File: src/rtl/decode_pkg.sv
// Shared types and constants for the instruction-decode stage.
// The top module's optional Illegal output is enabled by the macro DECODE_ILLEGAL_TRAP_EN.
package decode_pkg;

  localparam int INSTR_W = 32;
  localparam int OPC_W   = 6;
  localparam int IMM_W   = 26;

  // Field bit positions; the fields overlap on purpose.
  localparam int OPC_HI = 31;
  localparam int OPC_LO = 26;
  localparam int RD_HI  = 25;
  localparam int RN_HI  = 21;
  localparam int RM_HI  = 17;
  localparam int IMM_HI = 25;
  localparam int IMM_LO = 0;

  localparam logic [1:0] IMM13 = 2'b00;
  localparam logic [1:0] IMM17 = 2'b01;
  localparam logic [1:0] IMM26 = 2'b10;

  typedef enum logic [1:0] {
    CLS_ALU = 2'b00,
    CLS_MEM = 2'b01,
    CLS_BR  = 2'b10,
    CLS_SYS = 2'b11
  } instr_class_e;

  typedef enum logic [1:0] {
    EMPTY = 2'b00,
    ONE   = 2'b01,
    FULL  = 2'b10
  } buf_state_e;

  function automatic logic [1:0] class_imm_src(input instr_class_e cls);
    case (cls)
      CLS_ALU: class_imm_src = IMM13;
      CLS_MEM: class_imm_src = IMM17;
      default: class_imm_src = IMM26;
    endcase
  endfunction

endpackage

File: src/rtl/instr_fields_decode.sv
// Purely combinational split of an instruction word into fields and ImmSrc.
// The illegal output exists only when DECODE_ILLEGAL_TRAP_EN is defined.
module instr_fields_decode
  import decode_pkg::*;
#(
  parameter int REG_AW = 4
) (
  input  logic [INSTR_W-1:0] instr,
  output logic [OPC_W-1:0]   opcode,
  output logic [REG_AW-1:0]  rd,
  output logic [REG_AW-1:0]  rn,
  output logic [REG_AW-1:0]  rm,
  output logic [IMM_W-1:0]   imm,
  output logic [1:0]         imm_src
`ifdef DECODE_ILLEGAL_TRAP_EN
  ,
  output logic               illegal
`endif
);

  instr_class_e cls;

  assign opcode  = instr[OPC_HI:OPC_LO];
  assign rd      = instr[RD_HI -: REG_AW];
  assign rn      = instr[RN_HI -: REG_AW];
  assign rm      = instr[RM_HI -: REG_AW];
  assign imm     = instr[IMM_HI:IMM_LO];
  assign cls     = instr_class_e'(opcode[5:4]);
  assign imm_src = class_imm_src(cls);

`ifdef DECODE_ILLEGAL_TRAP_EN
  // Only 0x30..0x33 are defined in the system class.
  assign illegal = (cls == CLS_SYS) && (opcode[3:0] > 4'h3);
`endif

endmodule

File: src/rtl/decode_stage.sv
// Decode stage: 2-entry skid buffer (main/skid) feeding a combinational field decoder.
// Optional Illegal output enabled by DECODE_ILLEGAL_TRAP_EN.
module decode_stage
  import decode_pkg::*;
#(
  parameter int REG_AW = 4,
  parameter int PC_W   = 32
) (
  input  logic                clk,
  input  logic                rst,
  input  logic                InValid,
  output logic                InReady,
  input  logic [INSTR_W-1:0]  InInstr,
  input  logic [PC_W-1:0]     InPC,
  input  logic                Flush,
  output logic                OutValid,
  input  logic                OutReady,
  output logic [PC_W-1:0]     OutPC,
  output logic [OPC_W-1:0]    Opcode,
  output logic [REG_AW-1:0]   Rd,
  output logic [REG_AW-1:0]   Rn,
  output logic [REG_AW-1:0]   Rm,
  output logic [IMM_W-1:0]    imm,
  output logic [1:0]          ImmSrc
`ifdef DECODE_ILLEGAL_TRAP_EN
  ,
  output logic                Illegal
`endif
);

  typedef struct packed {
    logic [INSTR_W-1:0] instr;
    logic [PC_W-1:0]    pc;
    logic               valid;
  } buf_entry_t;

  buf_state_e state;
  buf_entry_t main_e, skid_e, in_e;
  logic       in_xfer, out_xfer;

  assign InReady  = (state != FULL);
  assign OutValid = main_e.valid;
  assign in_xfer  = InValid && InReady;
  assign out_xfer = OutValid && OutReady;
  assign in_e     = '{instr: InInstr, pc: InPC, valid: 1'b1};

  always_ff @(posedge clk) begin
    if (rst) begin
      state  <= EMPTY;
      main_e <= '0;
      skid_e <= '0;
    end else if (Flush) begin
      state  <= EMPTY;
      main_e <= '0;
      skid_e <= '0;
    end else begin
      case (state)
        EMPTY: begin
          if (in_xfer) begin
            main_e <= in_e;
            state  <= ONE;
          end
        end
        ONE: begin
          if (in_xfer && out_xfer) begin
            main_e <= in_e;
          end else if (in_xfer) begin
            skid_e <= in_e;
            state  <= FULL;
          end else if (out_xfer) begin
            main_e <= '0;
            state  <= EMPTY;
          end
        end
        FULL: begin
          // No input is accepted here, so the skid simply drains into main.
          if (out_xfer) begin
            main_e <= skid_e;
            skid_e <= '0;
            state  <= ONE;
          end
        end
        default: begin
          state  <= EMPTY;
          main_e <= '0;
          skid_e <= '0;
        end
      endcase
    end
  end

  logic [OPC_W-1:0]  dec_opcode;
  logic [REG_AW-1:0] dec_rd, dec_rn, dec_rm;
  logic [IMM_W-1:0]  dec_imm;
  logic [1:0]        dec_imm_src;
`ifdef DECODE_ILLEGAL_TRAP_EN
  logic              dec_illegal;
`endif

  instr_fields_decode #(.REG_AW(REG_AW)) u_fields (
    .instr   (main_e.instr),
    .opcode  (dec_opcode),
    .rd      (dec_rd),
    .rn      (dec_rn),
    .rm      (dec_rm),
    .imm     (dec_imm),
    .imm_src (dec_imm_src)
`ifdef DECODE_ILLEGAL_TRAP_EN
    ,
    .illegal (dec_illegal)
`endif
  );

  assign OutPC  = main_e.valid ? main_e.pc   : '0;
  assign Opcode = main_e.valid ? dec_opcode  : '0;
  assign Rd     = main_e.valid ? dec_rd      : '0;
  assign Rn     = main_e.valid ? dec_rn      : '0;
  assign Rm     = main_e.valid ? dec_rm      : '0;
  assign imm    = main_e.valid ? dec_imm     : '0;
  assign ImmSrc = main_e.valid ? dec_imm_src : '0;
`ifdef DECODE_ILLEGAL_TRAP_EN
  assign Illegal = main_e.valid && dec_illegal;
`endif

endmodule

File: config.mk
export PLATFORM = sky130hd
export DESIGN_NAME = decode_stage
export DESIGN_NICKNAME = d
export VERILOG_FILES = /design/src/rtl/decode_pkg.sv /design/src/rtl/instr_fields_decode.sv /design/src/rtl/decode_stage.sv
export SDC_FILE = /design/constraint.sdc
export NUM_CORES = 1
export LEC_CHECK = 0
export ABC_AREA = 1
export CAP_MARGIN = 10
export CORE_MARGIN = 3
export CORE_UTILIZATION = 45
export DETAILED_ROUTE_END_ITERATION = 10
export PLACE_DENSITY = 0.82
export RECOVER_POWER = 25
export REMOVE_ABC_BUFFERS = 1
export SLEW_MARGIN = 0
export SYNTH_ARGS = -nofsm -noshare
export SYNTH_HDL_FRONTEND = slang
export SYNTH_SLANG_ARGS = --single-unit
File: constraint.sdc
create_clock -name clk -period 4.8 [get_ports clk]
set_clock_uncertainty 0.15 [all_clocks]
set_input_delay 0.96 -clock clk [delete_from_list [all_inputs] [get_ports clk]]
set_output_delay 0.96 -clock clk [all_outputs]
set_load 0.005 [all_outputs]
; ---- Word level (Yosys, flattened, before mapping)
; Cells that the tools add are included.
[classes]
n_mux = 22
eq_ne = 11
bitwise_logic = 1
n_reduce_logical = 9
[op_table]
columns = operator, n
row1 = $mux W65, 6
row2 = $pmux W65 S3, 2
row3 = $mux W32, 1
row4 = $mux W26, 1
row5 = $mux W2, 6
row6 = $mux W4, 3
row7 = $reduce_and A4 Y1, 3
row8 = $ne A2 B2 Y1 const B, 5
row9 = $ne A3 B3 Y1 const B, 3
row10 = $mux W6, 1
row11 = $pmux W2 S3, 1
row12 = $eq A2 B1 Y1 const B, 2
row13 = $logic_not A2 Y1, 2
row14 = $pmux W2 S2, 1
row15 = $logic_and A1 B1 Y1, 3
row16 = $eq A2 B2 Y1 const B, 1
row17 = $reduce_or A2 Y1, 1
row18 = $not A1 Y1, 1
[word_totals]
ff_bits = 132
inputBits = 69
wordCells = 50

; ---- Logic depth before layout (Yosys ltp)
; Gate-level depths: netlist (run 1).
[depth]
word_depth = 5
mapped_depth = 11
depth_no_buf = 9

; ---- Hierarchy
; A second synthesis (run 1) with hierarchy kept.
[hier_totals]
hier_cells = 1020
hier_area_um2 = 6515.0
[by_module_without_submodules]
columns = mod, seq_area_each_um2, cells_each, area_per_inst_um2, n_inst
row1 = decode_stage, 2642.5, 973, 6173.4, 1
row2 = instr_fields_decode, 0.0, 47, 341.6, 1

; ---- Worst setup path after synthesis (run 1)
; Ideal clock, no wire load.
[synth_timing]
kind = register to output
start = register main_e, in the netlist OutValid
end = output imm[14]
n_path_buf = 3
required_ns = 3.690
t_arrival_ns = 1.184
stages_incl_launch_ff = 6
slack_ns = 2.506
cell_sequence = dfxtp_1 clkbuf_1 clkbuf_1 nand2_1 inv_1 buf_4
[synth_via]
elab_chain_len = 1
[synth_lines]
columns = element, line_no
row1 = from (decl), decode_stage.sv:38  ; buf_entry_t main_e, skid_e, in_e;
row2 = from (signal assigned), decode_stage.sv:60  ; main_e <= in_e;
row3 = from (signal assigned), decode_stage.sv:66  ; main_e <= in_e;
row4 = from (signal assigned), decode_stage.sv:78  ; main_e <= skid_e;
row5 = $mux W26, decode_stage.sv:119  ; assign imm = main_e.valid ? dec_imm : '0;
row6 = to (decl), decode_stage.sv:23  ; output logic [IMM_W-1:0] imm,
; Every way passes these cells.

; ---- Final worst setup path (run 1)
[layout_timing]
start = register main_e, in the netlist OutValid
end = output Rn[3]
[layout_via]
elab_chain_len = 1
[layout_lines]
columns = element, line_no
row1 = $mux W4, decode_stage.sv:117  ; assign Rn = main_e.valid ? dec_rn : '0;
row2 = to (decl), decode_stage.sv:21  ; output logic [REG_AW-1:0] Rn,
; Every way passes these cells.

==> results of run 1 <==
==> routing by layer <==
metal | track usage (%) | wire length, µm | vias to the layer above
met3 | 4.42 | 1050 | 21
met5 | 0 | 0 | -
met2 | 33.7 | 7540 | 216
met4 | 5.61 | 167 | 0
li1 | - | - | 3136
met1 | 27.0 | 7300 | 2781
==> sequential cells by signal (all words and copies together), names as in the netlist <==
signal,cells
skid_e,65
state,2
OutValid,1
main_e,64
==> worst max path at each step <==
stage	start	end	slack (ns)	cells past startpoint
final	OutValid	Rn[3]	1.01	4
after CTS	OutValid	imm[23]	1.34	4
after global routing	OutValid	imm[23]	0.78	4
after detailed placement	InValid	main_e[49]	1.47	8
after global placement	InValid	main_e[27]	1.52	8
after floorplan	OutValid	main_e[1]	0.34	6
==> layout make-up <==
cell class | count | area share, %
multi-input combinational | 669 | 35.0
sequential | 132 | 32.0
timing repair buffer | 157 | 18.7
clock buffer | 18 | 5.32
inverter | 77 | 3.53
clock inverter | 13 | 2.79
tap | 176 | 2.67
==> stage by stage <==
step / hold WS, ns / util [%] / total power, mW / setup WS (ns) / std cells
4_1_cts: 0.294 / 61.3 / 2.91 / 1.34 / 1242
5_1_grt: 0.324 / 61.1 / 3.00 / 0.777 / 1242
3_5_place_dp: 0.285 / 56.3 / 1.45 / 1.47 / 1211
2_1_floorplan: 0.273 / - / 1.31 / 0.339 / 878
3_3_place_gp: 0.285 / 56.3 / 1.45 / 1.52 / 1211
6_report: 0.290 / 61.1 / 2.89 / 1.01 / 1242
==> worst min-delay path, cell delays in order (launching register included) <==
cell,delay (ns)
dfxtp_1,0.31
inv_1,0.04
a21oi_1,0.05
==> cells in the mapped netlist (8+ instances only) <==
master	number
nand2_2	12
nand2_1	445
buf_2	13
nor2_1	8
buf_4	26
a21oi_1	110
inv_1	73
clkbuf_1	27
dfxtp_1	132
nand3_1	64
a21oi_2	22
buf_6	12
==> power breakdown <==
group	internal, mW	switching [mW]	leakage (nW)
combinational	0.112	0.175	2.22
clock	0.985	0.476	0.318
sequential	1.12	0.0192	1.07
==> logic make-up (layout without fill, tap and decap cells) <==
family / count (synthesis) / after routing / synth area share (%)
simple gates: 533 / 533 / 33.5
flops: 132 / 132 / 41.6
compound gates: 136 / 136 / 12.1
buf+inv: 159 / 265 / 12.8
==> metrics.txt, run 1 <==
Worst path slowest cell dfxtp_1; WHS Path Cells 2; largest net degree at the start of global routing 82; status complete, no violations; share of the yosys chip area belonging to registers a little over two fifths; design area 8250 µm²; Clock Latency Late Sink 0.40 ns; worst path bufs/invs 3; min Tclk post-route 3.79 ns; Cell variety after synth 21; RePlAce Congestion between 0.7 and 0.8; CTS max path bufs 2; setup repair bufs after CTS 0; Synth async-reset ratio 0%; Max Cap Violations 0; Post-DRT Antenna Nets 0; Core Region approximately 14000 µm²; Synth area leader dfxtp_1; Hold EP skid_e[32]; Routed WL about 16 mm; nets@finish between 1000 and 1500; Diodes inserted 0; Pre-antenna DRT Iters 5; critical path endpoint category primary output; Post-Syn Instances 960; DRC viols 0; crit path kind flop to primary output; setup TNS 0 ns; Slew headroom under 10%; Hold Buf Count CTS 0; final period utilization 79.0%; Slew Limit Fails 0; clk slew on worst S/H paths approximately 0.060 ns; FF-to-FF setup slack ~1.3 ns; CP Data Arrival Time 2.68 ns; RSZ-0062 raised after global routing false; DP Area 7610 µm²; htree depth 4; number of flops mapped to enable cells by yosys 0; fmax approximately 260 MHz; Synth Flop Type dfxtp_1; LEAKAGE between 3 and 4 nW; CTS buffer count 17; number of global-route vias before repair approximately 5700; Synth top area share roughly two fifths; Starting Density roughly 47%; hold wc startpoint skid_e[32]; Detailed Place HPWL 9.73 mm; Synth area leaders dfxtp_1 (42%), nand2_1 (26%), a21oi_1 (8.7%); CTS root buf clkbuf_16; Critical Path Start Type flop; vias per inst 4.95; commonest non-fill, non-tap cell in the layout nand2_1; Crit path required time around 3.7 ns; first-pass GRT wire length around 27 mm; endpoints failing setup 0; row count 42; I/O pin cnt 149; R2R Path Start OutValid; CP peak stage delay 1.01 ns; Max FO, Critical Path 40; mean post-synth cell area about 6.6 µm²; Sequential Area ~2600 µm²; reg-to-reg endpoint skid_e[40]; R2R cell count 7; worst-path cell chain buf_4, nand2_1, inv_1, clkdlybuf4s50_1; total number of vias around 6000; FF+latch count, synth 132; Die Footprint 15600 µm²; DR iter-0 viols 623; most frequent cells in the layout nand2_1 (446), clkdlybuf4s50_1 (144), dfxtp_1 (132); worst vdd ir roughly 0.23 mV; initial antenna violation count 0; total gr overflow 0; clock sinks between 100 and 150; family with the most delay on the worst path buffers and inverters; post-CTS sizing 0; area of the multi-input gates between 2000 and 3000 µm²; DR WL/cell 12.9 µm; layout cells sized above 1 roughly 7.3%; gr usage total between 20% and 30%; HP Class flop to flop; CTS tree yes; I/O Buffers approximately 150; Power Density about 350 nW/µm²; filler cell count 1220; Post-Syn Area 6350 µm²; Worst-Margin Slew 1.41 ns; Final Hold Fails 0; Die Wd roughly 120 µm; die height about 120 µm; area delta synth->final 30.0%; Ys Warns 0
(Power assumes the default switching activity.)
==> run 2, diff against run 1 <==
Clock period 4.8 ns to 3.9 ns, I/O delays scaled along.
==> metrics.txt, run 2 (same netlist as run 1, synthesis figures left out) <==
status complete, but fails checks; Routed met3 length 943 µm (-9.9%); Pre-antenna DRT Iters 5 (unchanged); HP Class flop to flop; RSZ-0062 raised after global routing false; area delta synth->final 27.9%; Starting Density 47.0% (unchanged); htree depth 4 (unchanged); Power Density 392 nW/µm² (+12%); Top Layer Used met4; endpoints failing setup 0 (unchanged); I/O pin cnt 149 (unchanged); Post-DRT Antenna Nets 0 (unchanged); layout cells sized above 1 6.55% (-0.76 points); Max Cap Violations 1 (+1); LEAKAGE 3.57 nW (-1.1%); Worst path slowest cell nand3_1; CP Data Arrival Time 3.25 ns (+0.57 ns); Crit path required time 3.97 ns (+0.28 ns); Worst-Margin Slew 1.53 ns (+0.123 ns); PnR worst setup slack 0.726 ns (-0.284 ns); largest net degree at the start of global routing 71 (-13%); Slew Limit Fails 71 (+71); Die Footprint 15600 µm² (unchanged); row count 42 (unchanged); Max FO, Critical Path 40 (unchanged); initial antenna violation count 0 (unchanged); min Tclk post-route 3.17 ns; dpl ws 0.859 ns (-0.610 ns); commonest non-fill, non-tap cell in the layout nand2_1; clock sinks 132 (unchanged); Core Region 13500 µm² (unchanged); RePlAce Congestion 0.773 (+1.6%); worst vdd ir 0.284 mV (+26%); final period utilization between 80% and 90%; CP peak stage delay 0.86 ns (-0.15 ns); gr usage total 21.3% (+0.81 points); filler cell count 1266 (+3.8%); worst-path cell chain dlygate4sd3_1, nand3_1, inv_1, nand2_1, nand3_1, buf_12, nand2_1, a21oi_1; clk slew on worst S/H paths 0.05 ns (about the same); dpl cells 1213 (+0.17%); number of global-route vias before repair 5984 (+5.4%); DR iter-0 viols 500 (-20%); Top reg by flops skid_e; Hold Slack 0.300 ns (+0.00912 ns); crit path kind input port to flop; max FFs per register 65 (unchanged); first-pass GRT wire length 27.8 mm (+2.5%); Critical Path Start Type input port; violated checks capacitance limit, slew limit; critical path endpoint category flop; Detailed Place HPWL 9.56 mm (-1.7%); setup repair bufs after CTS 0 (unchanged); DR WL/cell 13.1 µm (+1.2%); met1 WL 7.20 mm (-1.4%); Clock Latency Late Sink 0.42 ns (+0.02 ns); Routed WL 16.3 mm (+1.3%); post-CTS sizing 0 (unchanged); DRC viols 0 (unchanged); CTS buffer count 17 (unchanged); Final Hold Fails 0 (unchanged); nets@finish 1125 (+0.18%); Diodes inserted 0 (unchanged); die height 125 µm (unchanged); fmax between 300 and 400 MHz; total gr overflow 0 (unchanged); Die Wd 125 µm (unchanged); vias per inst 4.92 (-0.68%); CTS max path bufs 2 (unchanged); Finished Layout Cells 1244 (+0.16%); Hold Buf Count CTS 0 (unchanged); most frequent cells in the layout nand2_1 (446), clkdlybuf4s50_1 (146), dfxtp_1 (131); I/O Buffers 148 (unchanged); Slew headroom -1.99% (-8.2 points); total number of vias 6122 (-0.52%); CTS tree yes; Top Registers skid_e (65), main_e (64), state (2); CTS root buf clkbuf_16; DR WL met2 7.84 mm (+4.0%)
run 2: cell count changes in the layout (fill, tap and decap cells not counted), sizes merged:
cell	delta
buf	+2
clkdlybuf4s50	+2
clkinvlp	-3
bufinv	-6
inv	-1
clkbuf	+8
dlygate4sd3	-2
clkinv	+2
run 2: stage by stage:
step | utilization (%) | power (mW) | area (µm²) | TNS, ns
after global placement | 56.7 | 1.79 | 7660 | 0
after CTS | 60.6 | 3.21 | 8190 | 0
final | 60.1 | 3.19 | 8120 | 0
after global routing | 60.1 | 3.32 | 8120 | 0
after floorplan | - | 1.62 | 5830 | -35.81
after detailed placement | 56.7 | 1.79 | 7660 | 0
run 2: path summary, 6_finish.rpt:
path                    from         end  slack (ns)  cells past startpoint
setup reg to reg    state[0]    OutValid        0.97                      8
hold / removal    skid_e[32]  skid_e[32]        0.30                      2
hold reg to reg   skid_e[32]  skid_e[32]        0.30                      2
setup / recovery    OutReady  skid_e[15]        0.73                      8
run 2: final cells by class:
cell class                      instances  area [µm²]  share of cell area, %
Clock buffer                           26         499                   6.15
Clock inverter                          5        25.0                  0.308
Inverter                               77         292                   3.59
Multi-Input combinational cell        669        2860                   35.2
Sequential cell                       132        2640                   32.6
Tap cell                              176         220                   2.71
Timing Repair Buffer                  159        1580                   19.4
run 2: power breakdown:
group	switching [mW]	total (mW)	internal, mW
sequential	0.0186	1.40	1.38
clock	0.553	1.42	0.870
combinational	0.220	0.362	0.141
total	0.792	3.19	2.39
run 2: critical path, delay by kind of cell:
family	cells	cell delay [ns]
compound gates	1	0.07
buf+inv	3	1.15
simple gates	4	1.21
run 2: metal layers:
layer	vias up	global-route usage (%)
met4	0	7.74
met5	-	0
li1	3138	-
met1	2759	25.3
met2	202	37.2
met3	23	4.93
==> run 3, diff against run 2 <==
Clock period 3.9 ns to 3.2 ns, I/O delays scaled along.
==> metrics.txt, run 3 (same netlist as run 1, synthesis figures left out) <==
status complete, no violations; dpl ws 0.551 ns (-0.307 ns); Routed WL 15.7 mm (-3.6%); Post-DRT Antenna Nets 0 (unchanged); Worst-Margin Slew 1.31 ns (-0.220 ns); Top Registers skid_e (65), main_e (64), state (2); Top Layer Used met4; nets@finish 1129 (+0.36%); Final Hold Fails 0 (unchanged); total gr overflow 0 (unchanged); I/O pin cnt 149 (unchanged); design area 8240 µm² (+1.5%); CP Data Arrival Time 2.89 ns (-0.36 ns); CTS max path bufs 2 (unchanged); Diodes inserted 0 (unchanged); most frequent cells in the layout nand2_1 (445), clkdlybuf4s50_1 (146), dfxtp_1 (131); DR WL/cell 12.6 µm (-3.9%); Die Footprint 15600 µm² (unchanged); CTS root buf clkbuf_16; die height 125 µm (unchanged); Starting Density 47.0% (unchanged); largest net degree at the start of global routing 66 (-7.0%); area delta synth->final 29.8%; filler cell count 1223 (-3.4%); DR WL met2 7.40 mm (-5.6%); PnR worst setup slack 0.477 ns (-0.249 ns); DRC viols 0 (unchanged); RSZ-0062 raised after global routing false; met1 WL 6.99 mm (-2.9%); Finished Layout Cells 1248 (+0.32%); WHS Path Cells 2 (unchanged); Crit path required time 3.36 ns (-0.61 ns); I/O Buffers 148 (unchanged); post-CTS sizing 0 (unchanged); Top reg by flops skid_e; dpl cells 1217 (+0.33%); clk slew on worst S/H paths 0.05 ns (about the same); R2R cell count 7 (-1); Power Density 477 nW/µm² (+21%); endpoints failing setup 0 (unchanged); CTS buffer count 17 (unchanged); layout cells sized above 1 7.93% (+1.4 points); commonest non-fill, non-tap cell in the layout nand2_1; min Tclk post-route between 2 and 3 ns; Core Region 13500 µm² (unchanged); fmax ~370 MHz; Max Cap Violations 0 (-1); Slew headroom 12.7% (+15 points); Critical Path Start Type input port; Pre-antenna DRT Iters 5 (unchanged); htree depth 4 (unchanged); reg-to-reg endpoint skid_e[64]; Hold Slack 0.299 ns (-0.000361 ns); worst vdd ir 0.318 mV (+12%); gr usage total 20.2% (-1.1 points); DR iter-0 viols 525 (+5.0%); CTS tree yes; HP Class flop to flop; LEAKAGE 3.61 nW (+1.1%); FF-to-FF setup slack 0.65 ns (-0.32 ns); fin util 61.0% (+0.89 points); Pwr Total 3.93 mW (+23%); DP Area 7700 µm² (+0.56%); number of global-route vias before repair 5766 (-3.6%); initial antenna violation count 0 (unchanged); Slew Limit Fails 0 (-100%); Die Wd 125 µm (unchanged); Max FO, Critical Path 24 (-40%); clock sinks 132 (unchanged); crit path kind input port to flop; first-pass GRT wire length 26.4 mm (-5.0%); vias per inst 4.93 (+0.14%); R2R Path Start OutValid; max FFs per register 65 (unchanged); final period utilization between 80% and 90%; setup TNS 0 ns (unchanged); RePlAce Congestion 0.778 (+0.63%); Routed met3 length 1.06 mm (+12%); critical path endpoint category flop; setup repair bufs after CTS 0 (unchanged); total number of vias 6150 (+0.46%); Clock Latency Late Sink 0.42 ns (about the same); Detailed Place HPWL 9.81 mm (+2.6%); row count 42 (unchanged); Hold Buf Count CTS 0 (unchanged); hold wc startpoint skid_e[32]; Hold EP skid_e[32]
[run 3: changes by cell type in the layout (fill, tap and decap cells not counted), moves of 2 or more]
cell	delta
a21oi_1	-9
a21oi_2	+9
buf_12	+2
buf_4	+3
clkbuf_8	+2
[run 3: worst max-delay path, cell delays in order]
cell	delay, ns
dlygate4sd3_1	0.55
nand3_1	0.18
inv_1	0.06
nand2_1	0.07
nand3_1	0.72
buf_12	0.46
a21oi_1	0.13
nor2_1	0.05
[run 3: how the worst max path moves through the flow]
stage,cells after the start,start,end
6_report,8,OutReady,skid_e[64]
2_1_floorplan,6,OutValid,main_e[1]
3_3_place_gp,8,OutReady,skid_e[64]
5_1_grt,8,OutReady,skid_e[64]
3_5_place_dp,8,OutReady,skid_e[42]
4_1_cts,4,OutValid,Rd[2]
[run 3: where the power goes]
| group | internal [mW] | switching, mW | leakage (nW) |
|---|---|---|---|
| Combinational | 0.179 | 0.269 | 2.27 |
| Clock | 1.10 | 0.668 | 0.273 |
| Sequential | 1.69 | 0.0230 | 1.07 |
| Total | 2.97 | 0.959 | 3.61 |
[run 3: cell type report]
type / count / area (µm²) / share of cell area [%]
timing repair buffer: 163 / 1640 / 19.9
multi-input combinational: 669 / 2910 / 35.3
inverter: 77 / 292 / 3.54
clock inverter: 4 / 20.0 / 0.243
clock buffer: 27 / 523 / 6.35
tap: 176 / 220 / 2.67
sequential: 132 / 2640 / 32.1
[run 3: per-layer routing]
layer	GRT usage, %	vias to the layer above
met2	33.7	209
li1	-	3152
met3	5.53	22
met4	7.67	0
met5	0	-
met1	24.8	2767
